`src/rtl/ps2_pkg.sv`:
```
// ps2_pkg: definitions shared by the PS/2 keyboard transmitter and receiver.
//   ps2_state_t  - host-to-device transmit FSM states
//   START / STOP - frame bit levels
//   CMD_* / RESP_ACK - common keyboard command and response bytes
//   odd_parity() - parity bit for a frame byte
package ps2_pkg;

    typedef enum logic [2:0] {
        IDLE,
        INHIBIT,
        RTS,
        SEND,
        ACK,
        WAIT_IDLE
    } ps2_state_t;

    localparam logic START = 1'b0;
    localparam logic STOP  = 1'b1;

    localparam logic [7:0] CMD_SET_LEDS = 8'hED;
    localparam logic [7:0] CMD_RESET    = 8'hFF;
    localparam logic [7:0] CMD_ENABLE   = 8'hF4;
    localparam logic [7:0] RESP_ACK     = 8'hFA;

    // PS/2 frames carry odd parity: data bits plus parity hold an odd number of ones.
    function automatic logic odd_parity(input logic [7:0] d);
        return ~^d;
    endfunction

endpackage

```
`src/rtl/ps2_tx_if.sv`:
```
// ps2_tx_if: command handshake between a command source and the PS/2 transmitter.
//   tx_valid / tx_data - command byte offered by the master
//   tx_ready           - transmitter idle, offer will be taken
//   busy               - command in flight (used to gate the receiver)
//   done / err         - one-cycle completion / failure pulses
interface ps2_tx_if;
    logic       tx_valid;
    logic [7:0] tx_data;
    logic       tx_ready;
    logic       busy;
    logic       done;
    logic       err;

    modport master (
        output tx_valid, tx_data,
        input  tx_ready, busy, done, err
    );

    modport slave (
        input  tx_valid, tx_data,
        output tx_ready, busy, done, err
    );
endinterface

```
`src/rtl/ps2_line_sync.sv`:
```
// ps2_line_sync: conditions one raw PS/2 line (clock or data).
//   clk, rst_n - system clock, asynchronous active-low reset
//   i_pin      - raw open-drain pin level
//   o_level    - synchronized, debounced line level
//   o_fall     - one-cycle strobe when o_level goes from 1 to 0
// A new level is accepted only after it has been seen for FILTER_CYCLES
// consecutive cycles, so short glitches on the cable never reach the FSM.
module ps2_line_sync #(
    parameter int FILTER_CYCLES = 16
) (
    input  logic clk,
    input  logic rst_n,
    input  logic i_pin,
    output logic o_level,
    output logic o_fall
);
    localparam int CW = $clog2(FILTER_CYCLES + 1);

    logic [1:0]    r_sync;
    logic [CW-1:0] r_cnt;
    logic          r_level;
    logic          r_fall;

    // Reset to the released (high) level so nothing looks like an edge afterwards.
    always_ff @(posedge clk or negedge rst_n) begin
        if (!rst_n) begin
            r_sync  <= 2'b11;
            r_cnt   <= '0;
            r_level <= 1'b1;
            r_fall  <= 1'b0;
        end else begin
            r_sync <= {r_sync[0], i_pin};
            r_fall <= 1'b0;
            if (r_sync[1] == r_level) begin
                r_cnt <= '0;
            end else if (r_cnt == CW'(FILTER_CYCLES - 1)) begin
                r_level <= r_sync[1];
                r_cnt   <= '0;
                r_fall  <= r_level;
            end else begin
                r_cnt <= r_cnt + CW'(1);
            end
        end
    end

    assign o_level = r_level;
    assign o_fall  = r_fall;

endmodule

```
`src/rtl/ps2_tx.sv`:
```
// ps2_tx: host-to-device PS/2 command transmitter.
//   CLOCK_50, rst_n      - system clock, asynchronous active-low reset
//   PS2_KBCLK, PS2_KBDAT - raw PS/2 pin levels
//   kbclk_oe, kbdat_oe   - 1 pulls the corresponding pin low, 0 releases it
//   tx (slave)           - tx_valid/tx_data/tx_ready handshake, busy, done, err
// Sequence: inhibit the clock, request-to-send (data low), release the clock,
// then present one bit per device clock falling edge: 8 data bits LSB first,
// odd parity, stop. The device acknowledges by holding data low at the
// eleventh fall; the transfer ends once both lines are released again.
module ps2_tx
    import ps2_pkg::*;
#(
    parameter int CLK_HZ         = 50_000_000,
    parameter int INHIBIT_CYCLES = 6000,
    parameter int RTS_CYCLES     = 250,
    parameter int TIMEOUT_CYCLES = 750_000,
    parameter int FILTER_CYCLES  = 16
) (
    input  logic CLOCK_50,
    input  logic rst_n,
    input  logic PS2_KBCLK,
    input  logic PS2_KBDAT,
    output logic kbclk_oe,
    output logic kbdat_oe,
    ps2_tx_if.slave tx
);
    localparam int PHASE_MAX = (INHIBIT_CYCLES > RTS_CYCLES) ? INHIBIT_CYCLES : RTS_CYCLES;
    localparam int PW        = $clog2(PHASE_MAX + 1);
    localparam int TW        = $clog2(TIMEOUT_CYCLES + 1);

    if (CLK_HZ <= 0) begin : g_clk_hz_invalid
        $error("ps2_tx: CLK_HZ must be positive");
    end

    ps2_state_t    r_state;
    logic [PW-1:0] r_phase_cnt;
    logic [TW-1:0] r_tmo;
    logic [3:0]    r_bitcnt;
    logic [7:0]    r_shift;
    logic          r_parity;
    logic          r_kbclk_oe;
    logic          r_kbdat_oe;
    logic          r_done;
    logic          r_err;

    logic w_clk_level;
    logic w_clk_fall;
    logic w_dat_level;
    logic w_dat_fall_unused;
    logic w_accept;
    logic w_tmo_hit;

    // Line conditioning
    ps2_line_sync #(.FILTER_CYCLES(FILTER_CYCLES)) u_clk_sync (
        .clk     (CLOCK_50),
        .rst_n   (rst_n),
        .i_pin   (PS2_KBCLK),
        .o_level (w_clk_level),
        .o_fall  (w_clk_fall)
    );

    ps2_line_sync #(.FILTER_CYCLES(FILTER_CYCLES)) u_dat_sync (
        .clk     (CLOCK_50),
        .rst_n   (rst_n),
        .i_pin   (PS2_KBDAT),
        .o_level (w_dat_level),
        .o_fall  (w_dat_fall_unused)
    );

    assign w_accept  = (r_state == IDLE) && tx.tx_valid;
    assign w_tmo_hit = (r_tmo == TW'(TIMEOUT_CYCLES - 1));

    // Frame datapath: byte and parity captured on acceptance, shifted per data bit
    always_ff @(posedge CLOCK_50) begin
        if (w_accept) begin
            r_shift  <= tx.tx_data;
            r_parity <= odd_parity(tx.tx_data);
        end else if (r_state == SEND && w_clk_fall && r_bitcnt < 4'd8) begin
            r_shift <= {1'b0, r_shift[7:1]};
        end
    end

    // Transfer control FSM
    always_ff @(posedge CLOCK_50 or negedge rst_n) begin
        if (!rst_n) begin
            r_state     <= IDLE;
            r_phase_cnt <= '0;
            r_tmo       <= '0;
            r_bitcnt    <= '0;
            r_kbclk_oe  <= 1'b0;
            r_kbdat_oe  <= 1'b0;
            r_done      <= 1'b0;
            r_err       <= 1'b0;
        end else begin
            r_done <= 1'b0;
            r_err  <= 1'b0;
            // A done/err pulse is held for one cycle in the finishing state,
            // so tx_ready never coincides with it.
            if (r_done || r_err) begin
                r_state <= IDLE;
            end else begin
                case (r_state)
                    IDLE: begin
                        r_kbclk_oe <= 1'b0;
                        r_kbdat_oe <= 1'b0;
                        if (w_accept) begin
                            r_state     <= INHIBIT;
                            r_kbclk_oe  <= 1'b1;
                            r_phase_cnt <= '0;
                            r_bitcnt    <= '0;
                        end
                    end
                    INHIBIT: begin
                        if (r_phase_cnt == PW'(INHIBIT_CYCLES - 1)) begin
                            r_state     <= RTS;
                            r_kbdat_oe  <= ~START;
                            r_phase_cnt <= '0;
                        end else begin
                            r_phase_cnt <= r_phase_cnt + PW'(1);
                        end
                    end
                    RTS: begin
                        if (r_phase_cnt == PW'(RTS_CYCLES - 1)) begin
                            r_state    <= SEND;
                            r_kbclk_oe <= 1'b0;
                            r_tmo      <= '0;
                        end else begin
                            r_phase_cnt <= r_phase_cnt + PW'(1);
                        end
                    end
                    SEND: begin
                        if (w_clk_fall) begin
                            r_tmo    <= '0;
                            r_bitcnt <= r_bitcnt + 4'd1;
                            if (r_bitcnt < 4'd8) begin
                                r_kbdat_oe <= ~r_shift[0];
                            end else if (r_bitcnt == 4'd8) begin
                                r_kbdat_oe <= ~r_parity;
                            end else begin
                                r_kbdat_oe <= ~STOP;
                                r_state    <= ACK;
                            end
                        end else if (w_tmo_hit) begin
                            r_kbclk_oe <= 1'b0;
                            r_kbdat_oe <= 1'b0;
                            r_err      <= 1'b1;
                        end else begin
                            r_tmo <= r_tmo + TW'(1);
                        end
                    end
                    ACK: begin
                        if (w_clk_fall) begin
                            r_tmo <= '0;
                            if (!w_dat_level) begin
                                r_state <= WAIT_IDLE;
                            end else begin
                                r_err <= 1'b1;
                            end
                        end else if (w_tmo_hit) begin
                            r_kbclk_oe <= 1'b0;
                            r_kbdat_oe <= 1'b0;
                            r_err      <= 1'b1;
                        end else begin
                            r_tmo <= r_tmo + TW'(1);
                        end
                    end
                    WAIT_IDLE: begin
                        if (w_clk_level && w_dat_level) begin
                            r_done <= 1'b1;
                        end else if (w_clk_fall) begin
                            r_tmo <= '0;
                        end else if (w_tmo_hit) begin
                            r_kbclk_oe <= 1'b0;
                            r_kbdat_oe <= 1'b0;
                            r_err      <= 1'b1;
                        end else begin
                            r_tmo <= r_tmo + TW'(1);
                        end
                    end
                    default: begin
                        r_state    <= IDLE;
                        r_kbclk_oe <= 1'b0;
                        r_kbdat_oe <= 1'b0;
                    end
                endcase
            end
        end
    end

    assign kbclk_oe    = r_kbclk_oe;
    assign kbdat_oe    = r_kbdat_oe;
    assign tx.tx_ready = (r_state == IDLE);
    assign tx.busy     = (r_state != IDLE);
    assign tx.done     = r_done;
    assign tx.err      = r_err;

endmodule

```
`src/flat_wrapper.sv`:
```
// flat-port wrapper written by rule: the top's interface ports become plain ports
module ps2_tx_flat import ps2_pkg::*;
#(
    parameter int CLK_HZ         = 50_000_000,
    parameter int INHIBIT_CYCLES = 6000,
    parameter int RTS_CYCLES     = 250,
    parameter int TIMEOUT_CYCLES = 750_000,
    parameter int FILTER_CYCLES  = 16
)
  (CLOCK_50, rst_n, PS2_KBCLK, PS2_KBDAT, kbclk_oe, kbdat_oe, tx_tx_valid, tx_tx_data, tx_tx_ready, tx_busy, tx_done, tx_err);
  ps2_tx_if tx_i ();
  input  logic CLOCK_50;
  input  logic rst_n;
  input  logic PS2_KBCLK;
  input  logic PS2_KBDAT;
  output logic kbclk_oe;
  output logic kbdat_oe;
  input wire logic [$bits(tx_i.tx_valid)-1:0] tx_tx_valid;
  input wire logic [$bits(tx_i.tx_data)-1:0] tx_tx_data;
  output wire logic [$bits(tx_i.tx_ready)-1:0] tx_tx_ready;
  output wire logic [$bits(tx_i.busy)-1:0] tx_busy;
  output wire logic [$bits(tx_i.done)-1:0] tx_done;
  output wire logic [$bits(tx_i.err)-1:0] tx_err;
  assign tx_i.tx_valid = tx_tx_valid;
  assign tx_i.tx_data = tx_tx_data;
  assign tx_tx_ready = tx_i.tx_ready;
  assign tx_busy = tx_i.busy;
  assign tx_done = tx_i.done;
  assign tx_err = tx_i.err;
  ps2_tx #(.CLK_HZ(CLK_HZ), .INHIBIT_CYCLES(INHIBIT_CYCLES), .RTS_CYCLES(RTS_CYCLES), .TIMEOUT_CYCLES(TIMEOUT_CYCLES), .FILTER_CYCLES(FILTER_CYCLES)) u_core (.CLOCK_50(CLOCK_50), .rst_n(rst_n), .PS2_KBCLK(PS2_KBCLK), .PS2_KBDAT(PS2_KBDAT), .kbclk_oe(kbclk_oe), .kbdat_oe(kbdat_oe), .tx(tx_i));
endmodule
```
`config.mk`:
```
export PLATFORM = sky130hd
export DESIGN_NAME = ps2_tx_flat
export DESIGN_NICKNAME = d
export VERILOG_FILES = /design/src/rtl/ps2_pkg.sv /design/src/rtl/ps2_tx_if.sv /design/src/rtl/ps2_line_sync.sv /design/src/rtl/ps2_tx.sv /design/src/flat_wrapper.sv
export SDC_FILE = /design/constraint.sdc
export NUM_CORES = 1
export LEC_CHECK = 0
export CELL_PAD_IN_SITES_DETAIL_PLACEMENT = 1
export CELL_PAD_IN_SITES_GLOBAL_PLACEMENT = 2
export CORE_ASPECT_RATIO = 1.1
export CORE_MARGIN = 3
export CORE_UTILIZATION = 39
export DETAILED_ROUTE_END_ITERATION = 7
export PLACE_DENSITY = 0.83
export SLEW_MARGIN = 40
export SYNTH_ARGS = -nofsm -noshare
export SYNTH_HDL_FRONTEND = slang
export SYNTH_SLANG_ARGS = --single-unit
```
`constraint.sdc`:
```
create_clock -name CLOCK_50 -period 3.1 [get_ports CLOCK_50]
set_input_delay 0.62 -clock CLOCK_50 [delete_from_list [all_inputs] [get_ports CLOCK_50]]
set_output_delay 0.62 -clock CLOCK_50 [all_outputs]
set_load 0.02 [all_outputs]
```
; ---- Yosys cells after proc, flatten, opt, wreduce, memory -nomap -nowiden
; Cells that the tools add are included.
[word_totals]
inputBits = 13
reg_bits = 70
[op_classes]
reduce_logical = 21
eq_ne = 28
n_lt_le_gt_ge = 1
n_bitwise = 7
muxes = 54
add_sub_neg = 5
[op_table]
columns = op, count
row1 = $mux W20, 4
row2 = $pmux W20 S3, 1
row3 = $mux W13, 3
row4 = $pmux W13 S3, 1
row5 = $mux W3, 9
row6 = $mux W1, 23
row7 = $add A20 B1 Y20 const B, 1
row8 = $eq A20 B20 Y1 const B, 1
row9 = $mux W5, 4
row10 = $reduce_and A4 Y1, 5
row11 = $pmux W3 S6, 1
row12 = $mux W8, 2
row13 = $add A13 B1 Y13 const B, 1
row14 = $eq A13 B13 Y1 const B, 1
row15 = $eq A13 B8 Y1 const B, 1
row16 = $add A5 B1 Y5 const B, 2
row17 = $eq A5 B4 Y1 const B, 2
row18 = $pmux W1 S5, 2
row19 = $ne A3 B1 Y1 const B, 3
row20 = $ne A3 B3 Y1 const B, 3
row21 = $reduce_and A9 Y1, 1
row22 = $reduce_bool A3 Y1, 3
row23 = $mux W4, 2
row24 = $ne A2 B1 Y1 const B, 4
row25 = other kinds (19), 36

; ---- Longest topological paths before layout
[logic_depth]
ltp_word = 6
mapped_depth = 8

; ---- Hierarchy
; A second synthesis with hierarchy kept.
[unflattened]
cells_unflattened = 399
area_unflattened_um2 = 3854.9
[modules_own_cells]
columns = mod, cells_each, seq_area_each_um2, area_each_um2, n_inst
row1 = ps2_tx, 349, 1371.3, 3171.8, 1
row2 = ps2_line_sync, 25, 229.0, 341.6, 2

; ---- Worst setup path after synthesis
; Ideal clock, no wire load.
[synth_timing]
path_kind = reg-to-reg
startpoint = reg u_core.r_state[1]
endpoint = reg u_core.r_tmo[6]
slack_ns = 0.758
arrival_ns = 2.247
t_required_ns = 3.005
path_stages_with_launch = 9
path_cell_list = dfrtp_1 clkbuf_1 inv_1 ha_1 a211oi_2 nand2_4 or3_1 buf_2 o31ai_1
[synth_via]
elab_chain_cells = 4
elab_cells_between_ends = 10
classes_between = 6 x eq/ne / 1 x mux / 3 x reduce/logical
[synth_rtl]
columns = item, line_no
row1 = "start, declared", ps2_tx.sv:35  ; ps2_state_t r_state;
row2 = "start signal, assigned", ps2_tx.sv:86  ; r_state <= IDLE;
row3 = "start signal, assigned", ps2_tx.sv:100  ; r_state <= IDLE;
row4 = "start signal, assigned", ps2_tx.sv:107  ; r_state <= INHIBIT;
row5 = $eq A3 B3 Y1 / $eq A3 B2 Y1 (equally long branches), ps2_tx.sv:102  ; case (r_state)
row6 = $reduce_or A2 Y1 (no source line), n/a
row7 = $reduce_bool A3 Y1 (no source line), n/a
row8 = $reduce_and A4 Y1 (no source line), n/a
row9 = "end signal, assigned", ps2_tx.sv:148  ; r_tmo <= r_tmo + TW'(1);
row10 = "end signal, assigned", ps2_tx.sv:164  ; r_tmo <= r_tmo + TW'(1);
row11 = "end signal, assigned", ps2_tx.sv:177  ; r_tmo <= r_tmo + TW'(1);
row12 = "end, declared", ps2_tx.sv:37  ; logic [TW-1:0] r_tmo;
; Parallel ways exist; a longest one is shown, timed or not.
; A chain may end at the register's enable or synchronous reset.

; ---- Worst setup path in the final report
[layout_timing]
startpoint = reg u_core.r_state[0]
endpoint = out tx_tx_ready
[layout_via]
elab_chain_cells = 1
[layout_rtl]
columns = item, line_no
row1 = $logic_not A3 Y1, ps2_tx.sv:192  ; assign tx.tx_ready = (r_state == IDLE);
row2 = "end, declared", flat_wrapper.sv:20  ; output wire logic [$bits(tx_i.tx_ready)-1:0] tx_tx_ready;
; No other way between the ends.

==> flow_summary.toml <==
[grt]
grt_pass1_vias = 3156
track_usage_pct = 18.10
globalRouteOverflowTotal = 0
grt_start_max_net_pins = 62
grt_first_pass_wirelength_um = 15710
antenna_found_initial = 0

[cells_and_area]
antenna_cells_inserted = 0
fin_nets = 427
drive_gt1_share_pct = 13.63
stdcell_area_mm2 = 0.004370
final_cell_mix = "dfrtp_1, nor2_1, nand3_1"
area_growth_pct = 14.15
final_common_cell = "dfrtp_1"

[detailed_routing]
drt_iter0_markers = 82
dr.pass1.iters = 4
vias = 3051
drc = 0
ant_nets = 0
wl_per_cell_um = 17.28
drt-total-wl_um = 9125
via_per_inst = 5.778

[pwr]
power.density_mw_per_mm2 = 405.6
combPwrFrac_pct = 3.7
power_frac_clock_pct = 43.0
leakage_nw = 1.806
net-switching-power_mw = 0.4238
power.internal_mw = 1.349
p_total_mw = 1.773
p_sw_share_pct = 23.91
vdd_ir_drop_max_v = 0.0001794
power_frac_seq_pct = 53.3

[clocking]
cts_tree = "done"
clk_latency_ps = 360
cts_resized = 0
cts_buffers = 9
root_buffer = "clkbuf_8"
htree_levels = 3
cts.path.max_buffers = 2
cts.sinks = 70
cts_setup_buffers = 0
clk_pin_slew_ps = 80
ctsHoldBuffers = 0

[worst_setup_path]
critical_path_class = "reg -> out"
required_ps = 2480
end_kind = "output pin"
crit_path_max_fanout = 8
rr_worst_depth = 5
r2r_slack_ps = 570
critical_path.reg2reg.startpoint = "u_core.tx.err"
worstSetupStartpointType = "register"
cp.arrival_ps = 2060
r2r_end = "u_core.r_tmo[6]"

[timing]
finalHoldViolations = 0
worst_slew_pin_slew_ps = 753.4
slew_headroom_pct = 49.67
period_needed_ps = 2676
fin_worst_skew_ps = 10.44
setup_violations = 0
slew_viol_final = 0
final_min_period_over_clock_period_pct = 86.33
fmax_mhz = 373.7
setup_tns_ps = 0
rsz0062_at_grt = "no"

[floorplanning]
die-area_mm2 = 0.01104
io_pins = 19
rows = 37
die_h_um = 109.9
core_area_mm2 = 0.009444
start_util_pct = 40.54
die_w_um = 100.5

[synthesis]
syn_area_mm2 = 0.003829
synth_cell_types = 58
synth.ff_latch_count = 70
seq_area_frac_synth_pct = 47.12
async_reset_ff_share_pct = 87.14
synth_ff_type = "dfrtp_1"
syn_area_per_cell_um2 = 9.971
synth_top_area_share_pct = 35.95
synth_cells = 384
yosysTopAreaCell = "dfrtp_1"
synthesis.nets = 405
synth_edf_count = 9
yosys-top-cells-area = "dfrtp_1, edfxtp_1, dfstp_2"
yosys_warnings = 0

[placed_design]
gp_congestion = 0.8075
io_buffer_count = 18
placedInstanceArea_mm2 = 0.004172
place_hpwl_um = 6496

[worst_hold_path]
hold_path_class = "in -> async"

[status]
run_status = "finished, final reports clean"

[flow_run]
max_cap_viol_count = 0
synthesized netlist by cell type (4+ instances only):
cell type / instances
ha_1: 8
mux2i_1: 4
nand4_1: 14
mux2_2: 12
and4_1: 4
nor2b_1: 4
a31oi_1: 5
a21oi_1: 12
xor2_1: 16
edfxtp_1: 9
o21bai_1: 4
xnor2_1: 7
nor3_1: 9
nor2_1: 32
dfstp_2: 6
nand2_1: 22
and3_1: 7
o31ai_1: 13
clkbuf_1: 12
buf_2: 4
inv_1: 14
o21ai_0: 22
or3_1: 4
and2_1: 7
dfrtp_1: 55
or4_1: 4
nand3_1: 28
per-stage QoR:
step                      util [%]  worst slack, ps  hold slack (ps)  instances
after floorplan                  -            757.7            324.4        384
after CTS                    46.28            404.7            268.5        528
after detailed placement     44.17            620.4            350.1        512
after global routing         46.28            328.0            276.4        528
final                        46.28            423.8            253.1        528
after global placement       44.17            635.2            348.5        512
worst max-delay path, stage by stage, from the launching register on:
cell	delay [ps]
dfrtp_1	510
buf_4	220
nor3_1	300
clkdlybuf4s50_1	680
power groups by stage:
stage | combinational [mW] | sequential (mW) | clock, mW
4_1_cts | 0.0690 | 0.946 | 0.786
2_1_floorplan | 0.0264 | 0.963 | 0
5_1_grt | 0.0752 | 0.947 | 0.826
3_5_place_dp | 0.0687 | 0.964 | 0
6_report | 0.0658 | 0.946 | 0.761
3_3_place_gp | 0.0655 | 0.964 | 0
logic make-up (layout without fill, tap and decap cells):
group,after synthesis,after routing,share of synthesized area [%]
DFF,70,70,47.12
muxes,16,16,4.575
xor gates and xnor gates,23,23,5.261
AOI/OAI and AO/OA,75,75,13.69
buffers and inverters,32,59,3.464
adders and majority gates,8,8,2.614
and+or+nand+nor,160,160,23.27
layer usage:
| layer | track usage (%) | part of all wire, % | vias to the layer above |
|---|---|---|---|
| met5 | 0 | 0 | - |
| li1 | - | - | 1458 |
| met3 | 3.299 | 2.9 | 10 |
| met2 | 30.07 | 49 | 49 |
| met4 | 6.930 | 1.5 | 0 |
| met1 | 23.45 | 47 | 1534 |
state kept, by name, indices dropped and copies added, names as in the netlist, 2 cells and up:
signal and count:
u_core.r_tmo 20, u_core.u_clk_sync.r_sync 2, u_core.r_state 3, u_core.r_phase_cnt 13
u_core.u_dat_sync.r_sync 2, u_core.u_dat_sync.r_cnt 5, u_core.r_shift 8, u_core.u_clk_sync.r_cnt 5
u_core.r_bitcnt 4
worst max path at each step:
stage / endpoint / start / cells after the start
after floorplan: u_core.r_tmo[6] / u_core.r_state[1] / 8
after global placement: u_core.r_tmo[7] / u_core.tx.err / 5
after detailed placement: u_core.r_phase_cnt[7] / tx_tx_valid / 6
after CTS: tx_tx_ready / u_core.r_state[0] / 3
after global routing: u_core.r_tmo[6] / u_core.tx.err / 5
final: tx_tx_ready / u_core.r_state[0] / 3
final cells by class:
type | count | area (µm²)
Clock inverter | 6 | 71.32
Multi-Input combinational cell | 282 | 1898
Clock buffer | 10 | 127.6
Tap cell | 117 | 146.4
Inverter | 14 | 52.55
Timing Repair Buffer | 29 | 270.3
Fill cell | 1085 | 5074
Sequential cell | 70 | 1804
Power figures use the tool's default switching activity.
==> patch: new RTL, same settings <==
The 6 states of `ps2_state_t` get a one-hot encoding in 6 bits.
--- a/src/rtl/ps2_pkg.sv
+++ b/src/rtl/ps2_pkg.sv
@@ -5,13 +5,13 @@
 //   odd_parity() - parity bit for a frame byte
 package ps2_pkg;
 
-    typedef enum logic [2:0] {
-        IDLE,
-        INHIBIT,
-        RTS,
-        SEND,
-        ACK,
-        WAIT_IDLE
+    typedef enum logic [5:0] {
+        IDLE      = 6'b000001,
+        INHIBIT   = 6'b000010,
+        RTS       = 6'b000100,
+        SEND      = 6'b001000,
+        ACK       = 6'b010000,
+        WAIT_IDLE = 6'b100000
     } ps2_state_t;
 
     localparam logic START = 1'b0;
Function: no difference found for any inputs over 4 cycles, from zero or initial values and one cycle with rst_n low; so few cycles prove little.
==> patch against the unedited design <==
- largest cell class unchanged
- area after synthesis grew 9.3%
- count of clock-buffer cells in the layout did not move
- non-clock buffer count decreased by 1
- fmax down 6.6%
- design area is 10% higher
- critical endpoint is now tx_busy
- clock skew down 0.0035 ns
- via count grew 9.8%
- setup slack got worse by 0.19 ns
- highest routed layer unchanged
- register-to-register slack gained 0.05 ns
- routed wire length rose by 17%
- sequential cell count grew 3
Power is not compared: it rests on default switching activity, and its combinational part moved more than twofold at a synthesized area within 25%.
==> patch: results (changes against the unedited design) <==
Outcome
  – Status: finished clean (unchanged)

Detailed routing
  – Vias: 3351 (was 3051)
  – Final wirelength: 10600 µm (was 9130 µm)
  – Detailed-route vias per instance: 5.81 (was 5.78)
  – Initial DRC count: 145 (was 82)

Synthesis
  – Yosys cell types: 69 (was 58)
  – Ys async rst share: 0.877 (was 0.871)
  – Sequential cell area fraction in the yosys report: 0.449 (was 0.471)
  – Top post-synthesis cells by area: dfrtp_1 34%, edfxtp_1 6.5%, dfstp_2 4.4% (was dfrtp_1 36%, edfxtp_1 7.1%, dfstp_2 4.1%)
  – Commonest cells in the synthesized netlist: 57 x dfrtp_1, 32 x nor2_1, 21 x inv_1 (was 55 x dfrtp_1, 32 x nor2_1, 28 x nand3_1)
  – Yosys warns: 0 (unchanged)
  – Mapped Nets: 426 (was 405)

Placed design
  – Placer Congestion: 0.796 (was 0.808)
  – Placed cell count: 561 (was 512)
  – Final HPWL DP: 7450 µm (was 6500 µm)

Cells and area
  – Final #Nets: 449 (was 427)
  – # diodes: 0 (unchanged)
  – Share of cells above drive strength 1: 0.147 (was 0.136)

Critical path
  – Worst Path Max Fanout: 8 (unchanged)
  – WP data arrival: 2.25 ns (was 2.06 ns)

Clocking
  – Root buffer cell: clkbuf_16 (was clkbuf_8)
  – Total CTS buffers: 9 (unchanged)
  – Worst-path clk slew: 0.06 ns (was 0.08 ns)
  – Number of buffers added for setup after CTS: 0 (unchanged)
  – Clk_lat worst skew: 0.34 ns (was 0.36 ns)

GRT
  – Total GRT Usage: 0.190 (was 0.181)
  – Number of global-route vias before repair: 3584 (was 3156)
  – First-pass GRT wire length: 18200 µm (was 15700 µm)
  – Largest net degree at the start of global routing: 65 (was 62)

Timing
  – Slew at the pin with the worst max-slew slack: 0.725 ns (was 0.753 ns)
  – Skew final: 0.00691 ns (was 0.0104 ns)
==> patch: cell families (layout without fill, tap and decap cells) <==
kind of cell             Yosys count  count (layout)  share of synthesized area
XOR/XNOR                          15              15                     0.0314
flip-flops                        73              73                      0.449
adder cells (fa/ha/maj)            7               7                     0.0209
buffers and inverters             37              65                     0.0395
multiplexers                      18              18                     0.0481
AO/OA/AOI/OAI                    109             109                      0.207
AND/OR/NAND/NOR                  147             147                      0.204
==> patch: power by group through the flow <==
stage	clock network, mW	registers, mW	logic (mW)
CTS	0.987	1.13	1.02
floorplan	0	1.15	0.765
detailed placement	0	1.15	1.01
global placement	0	1.15	0.984
global route	1.05	1.14	1.11
finish	0.963	1.13	1.01
==> patch: per-layer routing <==
metal,wire length (µm),track usage,share of wire,vias to the layer above
li1,-,-,-,1605
met1,4980,0.245,0.47,1698
met2,5210,0.319,0.49,36
met3,286,0.0384,0.027,12
met4,164,0.0674,0.015,0
met5,0,0,0,-
==> patch: layout make-up <==
type / count / area [µm²]
clock buffers: 10 / 229
clock inverters: 6 / 45.0
fillers: 1197 / 5640
inverters: 21 / 78.8
multi-input cells: 296 / 2140
flip-flops and latches: 73 / 1880
well taps: 143 / 179
repair buffers: 28 / 254
==> patch: worst max-delay path, cell delays in order (launching register included) <==
cell and delay, ns:
dfrtp_1 0.46, or4_4 0.60, nor2_2 0.18, inv_1 0.12, clkdlybuf4s50_1 0.56
==> patch: metrics by stage <==
step	cell area, µm²	setup WS, ns	util	power (mW)
floorplan	4190	0.770	-	1.91
global placement	4530	0.643	0.434	2.13
detailed placement	4530	0.612	0.434	2.16
CTS	4810	0.225	0.460	3.14
global route	4810	0.125	0.460	3.29
finish	4810	0.234	0.460	3.10
==> patch: worst paths after layout <==
path / start / end / slack (ns) / cells after the start
worst max-delay path: u_core.r_state[3] / tx_busy / 0.23 / 4
worst min-delay path: u_core.u_clk_sync.r_sync[0] / u_core.u_clk_sync.r_sync[1] / 0.36 / 0
worst max register to register: u_core.r_state[3] / u_core.r_bitcnt[2] / 0.62 / 5
worst min register to register: u_core.u_clk_sync.r_sync[0] / u_core.u_clk_sync.r_sync[1] / 0.36 / 0
max in group asynchronous: rst_n / u_core.r_tmo[0] / 2.30 / 2
min in group asynchronous: rst_n / u_core.r_tmo[13] / 0.37 / 2
